$ cat config.mk
export PLATFORM = sky130hd
export DESIGN_NAME = i2c_response_packet_fifo
export DESIGN_NICKNAME = d
export VERILOG_FILES = /design/src/rtl/i2c_response_packet_fifo.sv
export SDC_FILE = /design/constraint.sdc
export NUM_CORES = 1
export LEC_CHECK = 0
export CAP_MARGIN = 20
export CORE_MARGIN = 1
export CORE_UTILIZATION = 25
export CTS_BUF_LIST = sky130_fd_sc_hd__clkbuf_4 sky130_fd_sc_hd__clkbuf_8
export DETAILED_ROUTE_END_ITERATION = 16
export GPL_TIMING_DRIVEN = 0
export MAX_ROUTING_LAYER = met4
export PLACE_DENSITY = 0.42
export SYNTH_ARGS = -nofsm -noshare
export SYNTH_HDL_FRONTEND = slang
export SYNTH_SLANG_ARGS = --single-unit
$ cat constraint.sdc
create_clock -name clk_i -period 16.05 [get_ports clk_i]
set_clock_uncertainty 0.15 [all_clocks]
set_input_delay 3.21 -clock clk_i [delete_from_list [all_inputs] [get_ports clk_i]]
set_output_delay 3.21 -clock clk_i [all_outputs]
set_load 0.005 [all_outputs]
$ cat src/rtl/i2c_response_packet_fifo.sv
// Packet-committing response byte FIFO: the I2C controller writes bytes speculatively and
// then commits or aborts them; the reader sees only committed bytes, each with a last-byte marker.
module i2c_response_packet_fifo #(
    parameter int DEPTH_LOG2 = 6
) (
    input  logic                  clk_i,
    input  logic                  rst_n_i,
    input  logic [7:0]            wr_dat_i,
    input  logic                  wr_i,
    input  logic                  packet_i,
    input  logic                  abort_i,
    output logic                  full_o,
    output logic [7:0]            rd_dat_o,
    output logic                  rd_last_o,
    input  logic                  rd_i,
    output logic                  empty_o,
    output logic [DEPTH_LOG2:0]   pkt_count_o,
    output logic [7:0]            drop_count_o
);

    localparam int AW    = DEPTH_LOG2;
    localparam int PW    = DEPTH_LOG2 + 1;
    localparam int DEPTH = 1 << DEPTH_LOG2;
    localparam logic [PW-1:0] DEPTH_P = {1'b1, {AW{1'b0}}};

    logic [8:0]    r_mem [DEPTH];
    logic [PW-1:0] r_wr_ptr;
    logic [PW-1:0] r_cmt_ptr;
    logic [PW-1:0] r_rd_ptr;
    logic          r_ovf;
    logic [PW-1:0] r_pkt_count;
    logic [7:0]    r_drop_count;

    logic          w_full;
    logic          w_empty;
    logic          w_commit;
    logic          w_wr_ok;
    logic          w_wr_ovf;
    logic          w_ovf_eff;
    logic [PW-1:0] w_wr_ptr_inc;
    logic          w_cmt_ok;
    logic          w_drop;
    logic          w_rd_ok;
    logic [8:0]    w_head;
    logic          w_pop_last;
    logic [AW-1:0] w_last_idx;
    logic [PW-1:0] w_pkt_nxt;

    // Uncommitted bytes occupy space, so fullness is measured from the speculative pointer.
    assign w_full       = (r_wr_ptr - r_rd_ptr) == DEPTH_P;
    assign w_empty      = (r_cmt_ptr == r_rd_ptr);
    assign w_commit     = packet_i & ~abort_i;
    assign w_wr_ok      = wr_i & ~w_full & ~abort_i;
    assign w_wr_ovf     = wr_i & w_full & ~abort_i;
    // A byte lost in the commit cycle itself also spoils the packet.
    assign w_ovf_eff    = r_ovf | w_wr_ovf;
    assign w_wr_ptr_inc = w_wr_ok ? (r_wr_ptr + {{AW{1'b0}}, 1'b1}) : r_wr_ptr;
    assign w_cmt_ok     = w_commit & ~w_ovf_eff & (w_wr_ptr_inc != r_cmt_ptr);
    assign w_drop       = w_commit & w_ovf_eff;
    assign w_rd_ok      = rd_i & ~w_empty;
    assign w_head       = r_mem[r_rd_ptr[AW-1:0]];
    assign w_pop_last   = w_rd_ok & w_head[8];
    assign w_last_idx   = r_wr_ptr[AW-1:0] - {{(AW-1){1'b0}}, 1'b1};

    assign full_o       = w_full;
    assign empty_o      = w_empty;
    assign rd_dat_o     = w_empty ? 8'h00 : w_head[7:0];
    assign rd_last_o    = w_empty ? 1'b0 : w_head[8];
    assign pkt_count_o  = r_pkt_count;
    assign drop_count_o = r_drop_count;

    // Packet counter next value; a commit and a last-byte pop in one cycle cancel out.
    always_comb begin
        w_pkt_nxt = r_pkt_count;
        case ({w_cmt_ok, w_pop_last})
            2'b10:   w_pkt_nxt = r_pkt_count + {{AW{1'b0}}, 1'b1};
            2'b01:   w_pkt_nxt = r_pkt_count - {{AW{1'b0}}, 1'b1};
            default: w_pkt_nxt = r_pkt_count;
        endcase
    end

    // Byte storage (not reset); a commit without a same-cycle byte marks the previous byte last.
    always_ff @(posedge clk_i) begin
        if (w_wr_ok) begin
            r_mem[r_wr_ptr[AW-1:0]] <= {packet_i, wr_dat_i};
        end
        if (w_cmt_ok && !w_wr_ok) begin
            r_mem[w_last_idx][8] <= 1'b1;
        end
    end

    // Pointers, overflow flag and counters.
    always_ff @(posedge clk_i or negedge rst_n_i) begin
        if (!rst_n_i) begin
            r_wr_ptr     <= {PW{1'b0}};
            r_cmt_ptr    <= {PW{1'b0}};
            r_rd_ptr     <= {PW{1'b0}};
            r_ovf        <= 1'b0;
            r_pkt_count  <= {PW{1'b0}};
            r_drop_count <= 8'h00;
        end else begin
            if (abort_i) begin
                r_wr_ptr <= r_cmt_ptr;
                r_ovf    <= 1'b0;
            end else if (w_drop) begin
                r_wr_ptr <= r_cmt_ptr;
                r_ovf    <= 1'b0;
                if (r_drop_count != 8'hFF) begin
                    r_drop_count <= r_drop_count + 8'h01;
                end else begin
                    r_drop_count <= r_drop_count;
                end
            end else begin
                r_wr_ptr <= w_wr_ptr_inc;
                if (w_wr_ovf) begin
                    r_ovf <= 1'b1;
                end else begin
                    r_ovf <= r_ovf;
                end
                if (w_cmt_ok) begin
                    r_cmt_ptr <= w_wr_ptr_inc;
                end else begin
                    r_cmt_ptr <= r_cmt_ptr;
                end
            end
            if (w_rd_ok) begin
                r_rd_ptr <= r_rd_ptr + {{AW{1'b0}}, 1'b1};
            end else begin
                r_rd_ptr <= r_rd_ptr;
            end
            r_pkt_count <= w_pkt_nxt;
        end
    end

endmodule

==> impl_results.md <==
- Asr flop ratio synth: 6.036%
- H-tree depth: 3
- Post-synth cell types: 66
- Sequential fraction of the synthesis area: 71.30%
- Final Hold Fails: 0
- Post-synth EDFFs: 576
- Vias: 13542
- I/O Pins: 40
- Critical Path RT: 12690 ps
- TritonCTS Buffers: 105
- Worst Path Buf+Inv: 4
- Core footprint: 100700 sq um
- Total congestion overflow: 0
- Vias per std cell: 4.601
- VDD IR max: 0.1163 mV
- Post-Route WL: 71830 um
- Global-route wire length before repair: 102700 um
- Top cells by count, synth: edfxtp_1 (576), mux4_2 (189), nor2_1 (161), clkbuf_1 (45), dfrtp_1 (37)
- Longest Clk Path Bufs: 3
- Period minus WS final: 8880 ps
- Utilization after layout: 29.79%
- Setup Total Neg Slack: 0 ps
- Element type at the critical path end: primary output
- Final setup violation count: 0
- Reg2reg setup slack: 8790 ps
- Average cell area after synthesis: 19.09 sq um
- Layout cell share with drive strength beyond 1: 26.72%
- Routed length per instance: 24.41 um
- Mapped cell area: 25560 sq um
- DRT antenna net count: 0
- CP max FO: 10
- Worst slew margin: 25.65%
- Placement Rows: 116
- Die width: 321.7 um
- Largest net degree at the start of global routing: 65
- Worst min path class: reg2reg
- Full die area: 103500 sq um
- Hold WS: 330.6 ps
- Worst-path clk slew: 60 ps
- Post-synth top area cell: edfxtp_1
- Main synth FF type: edfxtp_1
- CTS Hold Bufs: 0
- Tot GR Track Use: 14.40%
- Max Clock Freq: 112.6 MHz
- Die H: 321.7 um
- Max_cap viols: 0
- Synth top area share: 67.68%
- Final period utilization: 55.33%
- Synth-to-Final Area Change: 17.42%
- Largest stage delay, worst path: 860 ps
- Syn Inst Count: 1339
- Design Power: 5224 uW
- RSZ-0062 raised after global routing: no
- Setup Fix Bufs, Post-CTS: 0
- Synth Register Bits: 613
- Fin. max-slew vios: 0
- Count leader, synth: edfxtp_1
- Antenna violations before repair: 7
- Mapped Nets: 1370
- Worst-Margin Slew: 1111 ps
- Synth area leaders: edfxtp_1 (68%), mux4_2 (17%), dfrtp_1 (3.6%)
- Crit-path slowest cell: buf_1
- Vias in the first global route: 13862
- Most used cell, CP: mux4_2
- Post-DP HPWL: 47920 um
- First DRT Iteration DRCs: 1051
- Fin area: 30010 sq um
- Placement Cell Area: 27940 sq um
- Status: finished, final reports clean
- Leakage power figure: 0.009283 uW
- Initial core utilization: 25.37%
- CP top delay family: buffers and inverters
- Clock tree root driver cell: clkbuf_8
- Cell Chain, Critical Path: clkbuf_1, buf_1, buf_1, mux4_2, mux4_2, mux4_2, nor2b_1, clkdlybuf4s50_1
- Arr. time, crit path: 5520 ps
- Clk Latency, worst-skew pair: 710 ps
- Crit path kind: reg2out
- Pwr dens: 174.1 nW/um^2
- Port Buffers: 39
- YS warnings: 0
- DRC viols: 0
- CTS tree: done
- Post-CTS sizing: 0
- Critical Path Source Type: flop
- Gpl congestion: 0.7684
- Pre-Repair DR Iteration Count: 5
- CTS Sinks: 613
- Nets: 1537
- Fillers: 9990
-- sequential cells by signal, summed over array words and instances (netlist names) --
signal,flops
r_wr_ptr,7
r_ovf,1
r_mem,576
r_rd_ptr,7
r_cmt_ptr,7
pkt_count_o,7
drop_count_o,8
-- routing by layer --
layer  wire (um)  share of wire (%)  global-route usage [%]  up-vias
li1            -                  -                       -     5782
met1       33010                 46                   19.60     7228
met2       32860                 46                   21.47      419
met3        4525                6.3                   3.672      113
met4        1430                2.0                   3.439        0
met5           0                  0                       -        -
-- cells by family (layout without fill, tap and decap cells) --
group           count (synthesis)  after routing  synth area share, %
buf+inv                       100            344                1.650
fa+ha+maj                      18             18               0.9009
compound gates                101            101                2.992
simple gates                  277            277                5.018
flops                         613            613                71.30
xor+xnor                       39             39                1.390
mux                           191            191                16.74
other cells                     0              3                    0
-- path summary, 6_finish.rpt --
check,from,end,depth (start not counted)
worst min register to register,pkt_count_o[6]$_DFFE_PN0P_,pkt_count_o[6]$_DFFE_PN0P_,1
min in group asynchronous,rst_n_i,r_cmt_ptr[3]$_DFFE_PN0P_,1
max in group asynchronous,rst_n_i,r_cmt_ptr[5]$_DFFE_PN0P_,2
worst min-delay path,pkt_count_o[6]$_DFFE_PN0P_,pkt_count_o[6]$_DFFE_PN0P_,1
worst max register to register,r_rd_ptr[3]$_DFFE_PN0P_,pkt_count_o[6]$_DFFE_PN0P_,25
worst max-delay path,r_rd_ptr[0]$_DFFE_PN0P_,rd_dat_o[4],8
-- cell type report --
class                      instances  area (sq um)  share of cell area [%]
clock inverter                    32         157.7                  0.5253
timing repair buffer              60         753.2                   2.510
sequential                       613         18220                   60.72
clock buffer                     152          1823                   6.075
inverter                          22         82.58                  0.2752
buffer                            78         340.3                   1.134
antenna                            3         7.507                 0.02502
multi-input combinational        626          6924                   23.07
tap                             1357          1698                   5.658
-- report_power, final --
group	switching, uW	total (uW)	internal, uW
clock	634	1360	725
combinational	1150	1990	841
sequential	44.1	1870	1830
-- per-stage QoR --
stage | cells | worst slack (ps)
6_report | 2943 | 7170
5_1_grt | 2941 | 6907
4_1_cts | 2934 | 7027
3_5_place_dp | 2750 | 7839
3_3_place_gp | 2735 | 7218
2_1_floorplan | 1339 | 9238
-- cell usage in the layout (no fill, tap or decap), drive strengths merged, types with 12 or more instances in the layout --
master	netlist	layout
edfxtp	576	576
clkbuf	46	199
mux4	189	189
nor2	161	161
buf	32	53
clkdlybuf4s50	0	38
dfrtp	37	37
nand2	28	28
clkinv	1	27
a21oi	25	25
xnor2	25	25
inv	21	25
nor3	21	21
o21ai	20	20
ha	16	16
nor2b	13	13
xor2	13	13
and2	12	12
(Power assumes the default switching activity.)
